$ cat src/rtl/nw_pkg.sv
// Shared types for the Grid aligner front-end: nucleotide codes, loader states
// and the ASCII-to-code decode helper.
package nw_pkg;

  localparam int CWIDTH = 2;

  localparam logic [CWIDTH-1:0] NT_A = 2'b00;
  localparam logic [CWIDTH-1:0] NT_C = 2'b01;
  localparam logic [CWIDTH-1:0] NT_G = 2'b10;
  localparam logic [CWIDTH-1:0] NT_T = 2'b11;

  typedef enum logic [2:0] {
    IDLE    = 3'd0,
    LOAD_S1 = 3'd1,
    LOAD_S2 = 3'd2,
    RUN     = 3'd3,
    DONE    = 3'd4
  } state_t;

  // Returns {code, is_valid}; case-insensitive ACGT, anything else is invalid.
  function automatic logic [CWIDTH:0] decode_char(input logic [7:0] ch);
    case (ch)
      8'h41, 8'h61: return {NT_A, 1'b1};
      8'h43, 8'h63: return {NT_C, 1'b1};
      8'h47, 8'h67: return {NT_G, 1'b1};
      8'h54, 8'h74: return {NT_T, 1'b1};
      default:      return '0;
    endcase
  endfunction

endpackage

$ cat src/rtl/nw_char_decode.sv
// Combinational ASCII nucleotide decoder: byte in, 2-bit code plus valid flag out.
module nw_char_decode
  import nw_pkg::*;
(
  input  logic [7:0]        data,
  output logic [CWIDTH-1:0] code,
  output logic              is_valid
);

  logic [CWIDTH:0] dec;

  always_comb begin
    dec      = decode_char(data);
    code     = dec[CWIDTH:1];
    is_valid = dec[0];
  end

endmodule

$ cat src/rtl/nw_seq_loader.sv
// Loads two nucleotide sequences from a byte stream, runs the Grid and times it.
// Handshake: a byte transfers on a rising edge where in_valid && in_ready; in_ready is registered.
module nw_seq_loader
  import nw_pkg::*;
#(
  parameter int LENGTH   = 10,
  parameter int CNTWIDTH = 16,
  parameter int TIMEOUT  = 4*LENGTH+8
) (
  input  logic                     clk,
  input  logic                     reset,
  input  logic                     start,
  input  logic                     in_valid,
  input  logic [7:0]               in_data,
  output logic                     in_ready,
  output logic [LENGTH*CWIDTH-1:0] s1,
  output logic [LENGTH*CWIDTH-1:0] s2,
  output logic                     grid_reset,
  input  logic                     grid_valid,
  output logic                     done,
  output logic                     err,
  output logic [CNTWIDTH-1:0]      cycles,
  output state_t                   state
);

  localparam int IW = (LENGTH > 1) ? $clog2(LENGTH) : 1;
  localparam logic [CNTWIDTH-1:0] TIMEOUT_C = CNTWIDTH'(TIMEOUT);
  localparam logic [CNTWIDTH-1:0] CNT_MAX   = {CNTWIDTH{1'b1}};

  logic [IW-1:0]       idx;
  logic [CNTWIDTH-1:0] cnt;
  logic [CWIDTH-1:0]   code;
  logic                char_ok;
  logic                accept;
  logic                last_idx;
  int unsigned         slot;

  nw_char_decode u_decode (
    .data     (in_data),
    .code     (code),
    .is_valid (char_ok)
  );

  always_comb begin
    accept   = in_valid && in_ready;
    last_idx = (idx == IW'(LENGTH-1));
    // First character lands in the most significant slot.
    slot     = (LENGTH - 1) - int'(idx);
  end

  always_ff @(posedge clk or negedge reset) begin
    if (!reset) begin
      state      <= IDLE;
      in_ready   <= 1'b0;
      s1         <= '0;
      s2         <= '0;
      grid_reset <= 1'b1;
      done       <= 1'b0;
      err        <= 1'b0;
      cycles     <= '0;
      idx        <= '0;
      cnt        <= '0;
    end else begin
      case (state)
        IDLE, DONE: begin
          if (start) begin
            state      <= LOAD_S1;
            in_ready   <= 1'b1;
            grid_reset <= 1'b1;
            done       <= 1'b0;
            err        <= 1'b0;
            idx        <= '0;
          end
        end
        LOAD_S1, LOAD_S2: begin
          if (accept) begin
            if (!char_ok) begin
              err <= 1'b1;
            end else begin
              if (state == LOAD_S1) s1[slot*CWIDTH +: CWIDTH] <= code;
              else                  s2[slot*CWIDTH +: CWIDTH] <= code;
              if (last_idx) begin
                idx <= '0;
                if (state == LOAD_S1) begin
                  state <= LOAD_S2;
                end else begin
                  // Release the grid and start timing in the same edge.
                  state      <= RUN;
                  in_ready   <= 1'b0;
                  grid_reset <= 1'b0;
                  cnt        <= CNTWIDTH'(1);
                end
              end else begin
                idx <= idx + 1'b1;
              end
            end
          end
        end
        RUN: begin
          if (grid_valid) begin
            state  <= DONE;
            done   <= 1'b1;
            cycles <= cnt;
          end else if (cnt >= TIMEOUT_C) begin
            state  <= DONE;
            done   <= 1'b1;
            err    <= 1'b1;
            cycles <= TIMEOUT_C;
          end else if (cnt != CNT_MAX) begin
            cnt <= cnt + 1'b1;
          end
        end
        default: state <= IDLE;
      endcase
    end
  end

endmodule
$ cat config.mk
export PLATFORM = sky130hd
export DESIGN_NAME = nw_seq_loader
export DESIGN_NICKNAME = d
export VERILOG_FILES = /design/src/rtl/nw_pkg.sv /design/src/rtl/nw_char_decode.sv /design/src/rtl/nw_seq_loader.sv
export SDC_FILE = /design/constraint.sdc
export NUM_CORES = 1
export LEC_CHECK = 0
export ABC_AREA = 1
export BUFFER_PORTS_ARGS = -buffer_cell sky130_fd_sc_hd__buf_4
export CAP_MARGIN = 20
export CORE_MARGIN = 2
export CORE_UTILIZATION = 30
export DETAILED_ROUTE_END_ITERATION = 10
export PLACE_DENSITY = 0.56
export SLEW_MARGIN = 10
export SYNTH_ARGS = -nofsm -noshare
export SYNTH_HDL_FRONTEND = slang
export SYNTH_SLANG_ARGS = --single-unit
$ cat constraint.sdc
create_clock -name clk -period 5 [get_ports clk]
set_clock_uncertainty 0.15 [all_clocks]
set_input_delay 0 -clock clk [delete_from_list [all_inputs] [get_ports clk]]
set_output_delay 0 -clock clk [all_outputs]
set_load 0.05 [all_outputs]
==> results of run 1 <==
[flip-flops by register name (all words and copies together), names as in the netlist]
| register | count |
|---|---|
| in_ready | 1 |
| s2 | 20 |
| done | 1 |
| s1 | 20 |
| grid_reset | 1 |
| state | 3 |
| err | 1 |
| cnt | 16 |
| cycles | 16 |
| idx | 4 |
[critical path: stages, from the launching register on]
cell	delay, ns
dfrtp_1	0.39
inv_1	0.10
ha_1	0.21
ha_1	0.30
nor2_1	0.11
inv_1	0.07
nor2_1	0.24
inv_1	0.08
ha_1	0.31
inv_1	0.06
nand2_1	0.06
nor2_1	0.10
nand3_1	0.09
nand2_2	0.10
nand4_2	0.12
nor2_1	0.57
nand3_1	0.18
nand2_1	0.11
nand2_1	0.05
[layout by cell type (no fill, tap or decap), types with 2 or more instances in the layout]
cell           synthesis  layout
buf_4                  4      76
nand2_2                4       4
nor3_2                 2       2
nand4_1               27      27
clkbuf_1               3       3
nor3_1                 7       7
nand3_1               27      27
xor2_1                 4       4
bufinv_16              0       2
dlygate4sd3_1          0       4
nand3b_1               2       2
a21oi_1                5       5
o21ai_0               42      42
nor2_1                52      52
inv_1                 68      68
dfrtp_1               82      82
clkbuf_16              0       9
o21ai_1                7       7
nand2_1              151     151
nand3_2                3       3
nor2_4                 2       2
ha_1                  16      16
[layer usage]
layer	wire [um]	global-route usage	part of all wire	vias up
li1	-	-	-	1836
met1	4400	0.178	0.44	1692
met2	4980	0.247	0.49	81
met3	540	0.0400	0.054	14
met4	157	0.0431	0.016	0
met5	0	0	0	-
[cells in the mapped netlist]
master and count:
inv_1 68, o211ai_1 1, nand4_1 27, nand3_1 27
nand4_2 1, nor3_2 2, clkbuf_1 3, nor3_4 1
xor2_2 1, inv_2 1, dfrtp_1 82, nand2_2 4
nor3_1 7, nor3b_4 1, xor2_1 4, dfstp_2 1
xnor2_1 1, nor4_1 1, a21oi_1 5, buf_2 2
a22oi_1 1, nand2_1 151, nor2_2 1, buf_6 2
nor2_1 52, ha_1 16, nor2_4 2, nand3b_1 2
nand3_2 3, o21ai_1 7, o21ai_0 42, buf_4 4
[worst paths after layout]
path	startpoint	end	slack (ns)
worst max-delay path	idx[1]$_DFFE_PN0P_	s2[7]$_DFFE_PN0P_	1.47
worst min-delay path	in_data[3]	s2[1]$_DFFE_PN0P_	0.02
worst max register to register	idx[1]$_DFFE_PN0P_	s2[7]$_DFFE_PN0P_	1.47
worst min register to register	grid_reset$_DFFE_PN1P_	grid_reset$_DFFE_PN1P_	0.32
max in group asynchronous	reset	grid_reset$_DFFE_PN1P_	3.99
min in group asynchronous	reset	s2[0]$_DFFE_PN0P_	0.03
[cell type report]
type / count / area [um^2] / share of cell area
flip-flops and latches: 83 / 2080 / 0.390
well taps: 180 / 225 / 0.0423
multi-input cells: 360 / 1820 / 0.342
clock buffers: 13 / 250 / 0.0470
inverters: 69 / 259 / 0.0487
clock inverters: 2 / 60.1 / 0.0113
repair buffers: 81 / 631 / 0.118
[power groups by stage]
| stage | sequential, uW | combinational [uW] | clock [uW] |
|---|---|---|---|
| after global routing | 894 | 1430 | 742 |
| after CTS | 878 | 1300 | 715 |
| after global placement | 884 | 1280 | 0 |
| final | 878 | 1290 | 695 |
| after detailed placement | 888 | 1290 | 0 |
| after floorplan | 1160 | 717 | 0 |
[cells by family (layout without fill, tap and decap cells)]
logic type,Yosys count,count (layout),share of synthesized area
AOI/OAI and AO/OA,56,56,0.0674
xor gates and xnor gates,6,6,0.0142
adders and majority gates,16,16,0.0473
buffers and inverters,80,165,0.0787
DFF,83,83,0.491
and+or+nand+nor,282,282,0.301
[metrics by stage]
step                instance area [um^2]  setup slack, ns   util
detailed placement                  4950             1.51  0.358
global placement                    4950             1.72  0.358
finish                              5320             1.47  0.385
floorplan                           4230             2.13      -
global route                        5320             1.07  0.385
CTS                                 5300             1.46  0.383
[repair_timing]
item,4_1_cts,5_1_grt
hold buffers,4,0
buffers inserted,0,0
endpoints found under the hold margin,90,0
==> out/qor.yml, run 1 <==
synth:
  yosys.area.top_type: "dfrtp_1"
  synth_top_area_frac: 0.485
  synth.cell_area_um2: 4230
  avgSynthCellArea_um2: 8.09
  syn_nets: 552
  syn_inst: 523
  ys_types: 32
  synth-seq-cells: 83
  ys_seq_area_frac: 0.491
  yosys_warnings: 0
  synth_area_leaders: "dfrtp_1 49%, nand2_1 13%, inv_1 6.0%"
detailed_routing:
  dr.pass1.iters: 4
  postRouteAntennaNets: 0
  initialDrtViolationCount: 220
  vias_per_cell: 4.60
  wl_um: 10100
  drc_errors: 0
  vias: 3623
  avgRoutedWirePerCell_um: 12.8
clocking:
  cts.sinks: 83
  cts-resized-gates: 0
  htreeDepth: 3
  clkLatencyLatePin_ns: 0.33
  numCtsBuffers: 9
  clk_path_buf_depth: 2
  cts_tree: "yes"
  clk_pin_slew_ns: 0.06
  cts_root_buf: "clkbuf_16"
pwr:
  finalPower_uw: 2870
  switching_share: 0.445
  p_leak_uw: 0.00270
  peakVddDrop_mv: 0.384
  pwr_density_cell_nw_per_um2: 538
  power_switching_uw: 1270
  pwr-share-comb: 0.451
  clockPowerShare: 0.243
  p_seq_frac: 0.306
  power.internal_uw: 1590
timing:
  fin_crit_ns: 3.53
  setup-tns-final_ns: 0
  setup_viol: 0
  worst_pin_slew_ns: 0.868
  slew_violations: 0
  worst_hold_slack_ns: 0.0191
  timing.slew.headroom: 0.421
  hold_viol: 0
  fmax_ghz: 0.283
  timing.final.crit_share: 0.706
  rsz0062_at_grt: "false"
floorplanning:
  die_y_um: 123
  start_util: 0.306
  rows: 43
  coreArea_um2: 13800
  die_w_um: 123
  io_pins: 76
  die_area_um2: 15100
worst_setup_path:
  path_class: "flop to flop"
  cp_max_fo: 12
  critPathRequiredTime_ns: 5.08
  cp-start-kind: "flop"
  reg2reg_depth: 18
  cp_data_arrival_time_ns: 3.60
  end_kind: "flop"
run_status:
  status: "finished, final reports clean"
cells_and_area:
  insertedDiodeCount: 0
  fillCellCount: 1409
  fin_cells: 788
  drive_above_1_share: 0.176
  area_growth_pct: 25.8
  nets: 633
placement:
  placedCellCount: 768
  io_buffers: 75
  gp_congestion: 0.850
  place_hpwl_um: 7420
job:
  cap_violations: 0
global_route:
  grt_pass1_wl_um: 17200
  grt_max_degree: 84
  overflow: 0
  grt_pass1_vias: 3682
  grt.total_usage: 0.145
  antenna_found_initial: 0
min_path:
  hold_path_class: "input port to flop"
  hold_depth: 6
(Power assumes the default switching activity.)
==> run 2: changes to the inputs <==
ABC_AREA = 0   (was 1)
clock period = 3.55 ns   (was 5 ns; I/O delays follow)
==> out/qor.yml, run 2 <==
worst_setup_path:
  reg2reg_setup_slack_ns: 0.14  # was 1.47 ns
  worst_path_dominant_cell_family: "simple AND/OR/NAND/NOR gates"  # unchanged
  end_kind: "flop"  # unchanged
  cp_max_fo: 10  # was 12
  cp-start-kind: "flop"  # unchanged
  cp_cell_sequence: "inv_1, ha_1, ha_4, and3b_2, nand2_1, ha_1, or4_4, nor4_4, buf_6, a21oi_4, nor3_2, buf_4, mux2_2"  # was inv_1, ha_1, ha_1, nor2_1, inv_1, nor2_1, inv_1, ha_1, inv_1, nand2_1, nor2_1, nand3_1, nand2_2, nand4_2, nor2_1, nand3_1, nand2_1, nand2_1
  critPathRequiredTime_ns: 3.62  # was 5.08 ns
  path_class: "flop to flop"  # unchanged
  r2r_start: "idx[1]$_DFFE_PN0P_"  # unchanged
  critPathBufInv: 3  # was 4
  crit_slowest_cell: "or4_4"  # was nor2_1
  cpMostUsedCell: "ha_1"
  r2r-end: "s1[0]$_DFFE_PN0P_"  # was s2[7]$_DFFE_PN0P_
  cp_data_arrival_time_ns: 3.48  # was 3.60 ns
  slowest_delay_ns: 0.53  # was 0.57 ns
  reg2reg_depth: 13  # was 18
pwr:
  pwr_density_cell_nw_per_um2: 538  # about the same
  power.internal_uw: 1930  # was 1590 uW
  finalPower_uw: 3070  # was 2870 uW
  p_leak_uw: 0.00269  # was 0.00270 uW
  p_seq_frac: 0.391  # was 0.306
  clockPowerShare: 0.302  # was 0.243
  power_switching_uw: 1140  # was 1270 uW
  switching_share: 0.372  # was 0.445
  pwr-share-comb: 0.307  # was 0.451
  peakVddDrop_mv: 0.273  # was 0.384 mV
synth:
  async_reset_ff_frac: 1.00  # unchanged
  syn_nets: 396  # was 552
  synth-edff-count: 0  # unchanged
  yosys.area.top_type: "dfrtp_1"  # unchanged
  avgSynthCellArea_um2: 11.3  # was 8.09 um^2
  synth-seq-cells: 83  # unchanged
  synth_top_area_frac: 0.496  # was 0.485
  ys_seq_area_frac: 0.503  # was 0.491
  syn_inst: 367  # was 523
  yosys_warnings: 0  # unchanged
  synth_area_leaders: "dfrtp_1 50%, mux2_2 11%, ha_1 4.8%"  # was dfrtp_1 49%, nand2_1 13%, inv_1 6.0%
  yosysMostFrequentCell: "dfrtp_1"  # was nand2_1
  synth.cell_area_um2: 4130  # was 4230 um^2
  ys_types: 55  # was 32
  ys_top_cells_by_count: "82 x dfrtp_1, 41 x mux2_2, 23 x nand2_1, 18 x nor3_1"  # was 151 x nand2_1, 82 x dfrtp_1, 68 x inv_1, 52 x nor2_1, 42 x o21ai_0
  synthFlopType: "dfrtp_1"  # unchanged
detailed_routing:
  wl_um: 10900  # was 10100 um
  vias_per_cell: 5.05  # was 4.60
  dr.pass1.iters: 4  # unchanged
  drc_errors: 0  # unchanged
  postRouteAntennaNets: 0  # unchanged
  initialDrtViolationCount: 147  # was 220
  vias: 3311  # was 3623
  avgRoutedWirePerCell_um: 16.5  # was 12.8 um
clocking:
  clk_pin_slew_ns: 0.06  # about the same
  clk_path_buf_depth: 2  # unchanged
  cts_tree: "yes"  # unchanged
  htreeDepth: 3  # unchanged
  clkLatencyLatePin_ns: 0.34  # was 0.33 ns
  cts.sinks: 83  # unchanged
  cts_root_buf: "clkbuf_16"  # unchanged
  numCtsBuffers: 9  # unchanged
placement:
  place_hpwl_um: 7450  # was 7420 um
  io_buffers: 74  # was 75
  placedCellCount: 629  # was 768
  dpl_cell_area_um2: 5050  # was 4950 um^2
  gp_congestion: 0.818  # was 0.850
timing:
  timing.final.crit_share: 0.960  # was 0.706
  fin_crit_ns: 3.41  # was 3.53 ns
  worst_hold_slack_ns: -0.0236  # was 0.0191 ns
  hold_viol: 27  # was 0
  timing.slew.headroom: 0.496  # was 0.421
  slew_violations: 0  # unchanged
  fmax_ghz: 0.293  # was 0.283 GHz
  setup_viol: 0  # unchanged
  worst_pin_slew_ns: 0.756  # was 0.868 ns
floorplanning:
  rows: 42  # was 43
  die_area_um2: 14700  # was 15100 um^2
  coreArea_um2: 13300  # was 13800 um^2
  start_util: 0.310  # was 0.306
  die_w_um: 121  # was 123 um
  io_pins: 76  # unchanged
  die_y_um: 121  # was 123 um
global_route:
  grt_max_degree: 84  # unchanged
  grt_pass1_wl_um: 17600  # was 17200 um
  grt.total_usage: 0.151  # was 0.145
  antenna_found_initial: 0  # unchanged
  overflow: 0  # unchanged
  grt_pass1_vias: 3321  # was 3682
cells_and_area:
  drive_above_1_share: 0.427  # was 0.176
  insertedDiodeCount: 0  # unchanged
  area_growth_pct: 37.9  # was 25.8%
  final_common_cell: "buf_4"  # was nand2_1
  fin_cells: 656  # was 788
  fillCellCount: 1312  # was 1409
  top_regs: "s1 (20), s2 (20)"  # unchanged
  final_cell_mix: "106 x buf_4, 82 x dfrtp_1, 41 x mux2_2"  # was 151 x nand2_1, 82 x dfrtp_1, 76 x buf_4
  fin_area_um2: 5700  # was 5320 um^2
  nets: 504  # was 633
run_status:
  status: "finished, violations left"  # was finished, final reports clean
  violations: "hold timing"
job:
  cap_violations: 0  # unchanged
min_path:
  hold_path_class: "input port to async pin"  # was input port to flop
run 2: cell types whose count changed after synthesis, moves of 21 or more:
cell	delta
nand2_1	-128
mux2_2	+41
nand4_1	-21
nor2_1	-37
o21ai_0	-35
inv_1	-57
run 2: final cells by class:
| class | count | area [um^2] | area share |
|---|---|---|---|
| inverter | 11 | 41.3 | 0.00724 |
| tap | 176 | 220 | 0.0386 |
| multi-input combinational | 259 | 2200 | 0.386 |
| timing repair buffer | 111 | 865 | 0.152 |
| sequential | 83 | 2080 | 0.365 |
| clock buffer | 10 | 229 | 0.0402 |
| clock inverter | 6 | 66.3 | 0.0116 |
run 2: layer usage:
| metal | wire length (um) | vias up | GRT usage | share of wire |
|---|---|---|---|---|
| met5 | 0 | - | 0 | 0 |
| met4 | 136 | 0 | 0.0582 | 0.013 |
| met3 | 442 | 9 | 0.0343 | 0.041 |
| met2 | 5120 | 56 | 0.223 | 0.47 |
| met1 | 5150 | 1679 | 0.214 | 0.47 |
| li1 | - | 1567 | - | - |
run 2: worst max-delay path by stage:
stage / endpoint / cells after the start / slack, ns / start
finish: s1[0]$_DFFE_PN0P_ / 13 / 0.14 / idx[1]$_DFFE_PN0P_
global route: s1[0]$_DFFE_PN0P_ / 13 / -0.0007 / idx[1]$_DFFE_PN0P_
CTS: s1[0]$_DFFE_PN0P_ / 13 / -0.002 / idx[1]$_DFFE_PN0P_
detailed placement: s1[11]$_DFFE_PN0P_ / 12 / -0.15 / idx[1]$_DFFE_PN0P_
global placement: s1[10]$_DFFE_PN0P_ / 12 / -0.10 / idx[1]$_DFFE_PN0P_
floorplan: s1[14]$_DFFE_PN0P_ / 12 / 0.003 / idx[1]$_DFFE_PN0P_
run 2: power by group through the flow:
stage	clock network, uW	registers [uW]	logic [uW]
floorplan	0	1380	465
global placement	0	1210	909
detailed placement	0	1210	919
CTS	946	1200	931
global route	985	1220	1030
finish	926	1200	942
run 2: stage by stage:
step	setup TNS, ns	hold WS [ns]	setup slack (ns)	utilization
CTS	-0.00276	0.00235	-0.00181	0.413
global route	-0.000729	0.00327	-0.000729	0.427
finish	0	-0.0236	0.141	0.427
global placement	-1.68	0.0986	-0.101	0.378
floorplan	0	-0.446	0.00300	-
detailed placement	-4.19	0.101	-0.148	0.378
run 2: cells by family after synthesis:
kind of cell | count (synthesis) | share of synthesized area
xor gates and xnor gates | 4 | 0.00848
AOI/OAI and AO/OA | 52 | 0.0890
buffers and inverters | 27 | 0.0306
muxes | 41 | 0.112
DFF | 83 | 0.503
and+or+nand+nor | 144 | 0.209
adders and majority gates | 16 | 0.0484
run 2: what timing repair did:
action	in CTS	in global routing
hold buffers	3	0
resized for setup	20	18
pin swaps	5	15
buffers inserted	1	4
endpoints found under the hold margin	87	0
setup endpoints to repair	40	40
cloned	1	1
==> run 3: changes to the inputs <==
CORE_MARGIN = 1.5   (was 2)
SYNTH_HIERARCHICAL = 1   (was default)
==> out/qor.yml, run 3 <==
clocking:
  numCtsBuffers: 9  # unchanged
  cts.sinks: 83  # unchanged
  clk_path_buf_depth: 2  # unchanged
  clkLatencyLatePin_ns: 0.34  # about the same
  cts_tree: "yes"  # unchanged
  htreeDepth: 3  # unchanged
  clk_pin_slew_ns: 0.06  # about the same
  cts_root_buf: "clkbuf_16"  # unchanged
synth:
  ys_top_cells_by_count: "82 x dfrtp_1, 38 x mux2_2, 29 x nand2_1, 28 x nor2_1, 15 x ha_1"  # was 82 x dfrtp_1, 41 x mux2_2, 23 x nand2_1, 18 x nor3_1
  yosys.area.top_type: "dfrtp_1"  # unchanged
  ys_types: 54  # was 55
  synth-seq-cells: 83  # unchanged
  synthFlopType: "dfrtp_1"  # unchanged
  synth_top_area_frac: 0.501  # was 0.496
  avgSynthCellArea_um2: 11.4  # was 11.3 um^2
  synth_area_leaders: "dfrtp_1 50%, mux2_2 10%, ha_1 4.6%"  # was dfrtp_1 50%, mux2_2 11%, ha_1 4.8%
  ys_seq_area_frac: 0.508  # was 0.503
  synth.cell_area_um2: 4090  # was 4130 um^2
  synth-edff-count: 0  # unchanged
  async_reset_ff_frac: 1.00  # unchanged
  syn_inst: 360  # was 367
  syn_nets: 388  # was 396
  yosysMostFrequentCell: "dfrtp_1"  # unchanged
  yosys_warnings: 6  # was 0
pwr:
  p_leak_uw: 0.00257  # was 0.00269 uW
  power_switching_uw: 497  # was 1140 uW
  pwr_density_cell_nw_per_um2: 394  # was 538 nW/um^2
  power.internal_uw: 1560  # was 1930 uW
  peakVddDrop_mv: 0.210  # was 0.273 mV
  p_seq_frac: 0.470  # was 0.391
  clockPowerShare: 0.441  # was 0.302
  switching_share: 0.242  # was 0.372
  pwr-share-comb: 0.089  # was 0.307
timing:
  setup-tns-final_ns: 0  # unchanged
  setup_viol: 0  # unchanged
  fin_crit_ns: 3.36  # was 3.41 ns
  slew_violations: 0  # unchanged
  timing.slew.headroom: 0.396  # was 0.496
  rsz0062_at_grt: "false"
  timing.final.crit_share: 0.947  # was 0.960
  fmax_ghz: 0.297  # was 0.293 GHz
  worst_pin_slew_ns: 0.901  # was 0.756 ns
  setup_ws_ns: 0.186  # was 0.141 ns
  hold_viol: 0  # was 27
floorplanning:
  die_area_um2: 14400  # was 14700 um^2
  die_w_um: 120  # was 121 um
  die_y_um: 120  # was 121 um
  start_util: 0.308  # was 0.310
  rows: 42  # unchanged
  coreArea_um2: 13300  # about the same
  io_pins: 76  # unchanged
detailed_routing:
  drc_errors: 0  # unchanged
  initialDrtViolationCount: 174  # was 147
  postRouteAntennaNets: 0  # unchanged
  wl_um: 9440  # was 10900 um
  vias: 3008  # was 3311
  vias_per_cell: 4.83  # was 5.05
  avgRoutedWirePerCell_um: 15.2  # was 16.5 um
  dr.pass1.iters: 4  # unchanged
min_path:
  hold_depth: 6
  worstHoldEndpoint: "err$_DFFE_PN0P_"
  hold_path_class: "input port to flop"  # was input port to async pin
  hold_path_startpoint: "in_valid"
worst_setup_path:
  path_class: "flop to flop"  # unchanged
  startpoint: "idx[1]$_DFFE_PN0P_"  # unchanged
  cp_data_arrival_time_ns: 3.43  # was 3.48 ns
  cp-start-kind: "flop"  # unchanged
  cp_max_fo: 9  # was 10
  end_kind: "flop"  # unchanged
  reg2reg_depth: 12  # was 13
  r2r_start: "idx[1]$_DFFE_PN0P_"  # unchanged
  reg2reg_setup_slack_ns: 0.19  # was 0.14 ns
  critPathRequiredTime_ns: 3.62  # about the same
  r2r-end: "s2[7]$_DFFE_PN0P_"  # was s1[0]$_DFFE_PN0P_
run_status:
  status: "finished, final reports clean"  # was finished, violations left
placement:
  io_buffers: 74  # unchanged
  place_ws_ns: 0.0887  # was -0.148 ns
  place_hpwl_um: 6750  # was 7450 um
  dpl_cell_area_um2: 4830  # was 5050 um^2
  gp_congestion: 0.730  # was 0.818
cells_and_area:
  drive_above_1_share: 0.342  # was 0.427
  fin_area_um2: 5220  # was 5700 um^2
  final_common_cell: "dfrtp_1"  # was buf_4
  nets: 471  # was 504
  final_cell_mix: "82 x dfrtp_1, 80 x buf_4, 38 x mux2_2"  # was 106 x buf_4, 82 x dfrtp_1, 41 x mux2_2
  insertedDiodeCount: 0  # unchanged
  area_growth_pct: 27.6  # was 37.9%
  top_regs: "s1 (20), s2 (20)"  # unchanged
global_route:
  grt_pass1_vias: 3041  # was 3321
  grt.total_usage: 0.138  # was 0.151
  grt_max_degree: 84  # unchanged
  antenna_found_initial: 0  # unchanged
  grt_pass1_wl_um: 15400  # was 17600 um
  overflow: 0  # unchanged
job:
  cap_violations: 0  # unchanged
run 3: changes by cell type in the layout (fill, tap and decap cells not counted), moves of 5 or more:
cell,before,now
and2_1,9,3
buf_4,106,80
nand2_1,22,29
nand3b_1,5,0
nor2_1,15,28
nor2b_1,5,10
nor3_2,12,3
nor4_4,10,2
run 3: how the worst max path moves through the flow:
stage / endpoint / depth (start not counted)
finish: s2[7]$_DFFE_PN0P_ / 12
CTS: s2[14]$_DFFE_PN0P_ / 10
global placement: s2[15]$_DFFE_PN0P_ / 10
global route: s1[19]$_DFFE_PN0P_ / 12
detailed placement: s2[14]$_DFFE_PN0P_ / 10
floorplan: s1[18]$_DFFE_PN0P_ / 11
run 3: timing repair:
item / CTS / global route
gates resized for setup: 0 / 1
endpoints found under the setup margin: 0 / 24
setup buffers: 0 / 2
hold buffers: 3 / 1
hold endpoints to repair: 96 / 24
run 3: critical path, cell delays in order (launching register included):
cell and delay [ns]:
dfrtp_1 0.41, inv_1 0.10, ha_1 0.21, ha_1 0.37
or3_1 0.44, inv_1 0.07, ha_1 0.23, nor4b_1 0.33
nand4_1 0.19, o21ai_4 0.13, buf_12 0.15, nand4_1 0.14
mux2_2 0.31
run 3: cells by family (layout without fill, tap and decap cells):
logic type      after synthesis  in the layout  share of synthesized area
fa+ha+maj                    15             15                     0.0459
simple gates                137            137                      0.194
xor+xnor                      4              4                     0.0177
mux                          42             42                      0.115
flops                        83             83                      0.508
compound gates               53             53                     0.0911
buf+inv                      26            113                     0.0284
run 3: final cells by class:
cell class / instances / area, um^2
Clock buffer: 10 / 229
Fill cell: 1316 / 8070
Multi-Input combinational cell: 251 / 1910
Sequential cell: 83 / 2080
Tap cell: 176 / 220
Inverter: 12 / 45.0
Timing Repair Buffer: 86 / 688
Clock inverter: 5 / 55.1
run 3: metrics by stage:
step	total power (uW)	util	cells	hold slack, ns
floorplan	1100	-	360	-0.446
global placement	1150	0.364	601	0.0900
detailed placement	1150	0.364	601	0.114
CTS	2080	0.387	619	0.0657
global route	2140	0.393	623	0.117
finish	2060	0.393	623	0.0821
run 3: power groups by stage:
stage               clock, uW  combinational, uW  sequential (uW)
global route              972                200              968
global placement            0                167              984
detailed placement          0                170              984
finish                    907                182              966
CTS                       936                173              967
floorplan                   0                105              990
run 3: per-layer routing:
layer / vias up / track usage / wire [um]
li1: 1462 / - / -
met1: 1455 / 0.187 / 4640
met2: 84 / 0.217 / 4200
met3: 7 / 0.0409 / 500
met4: 0 / 0.0320 / 107
met5: - / 0 / 0
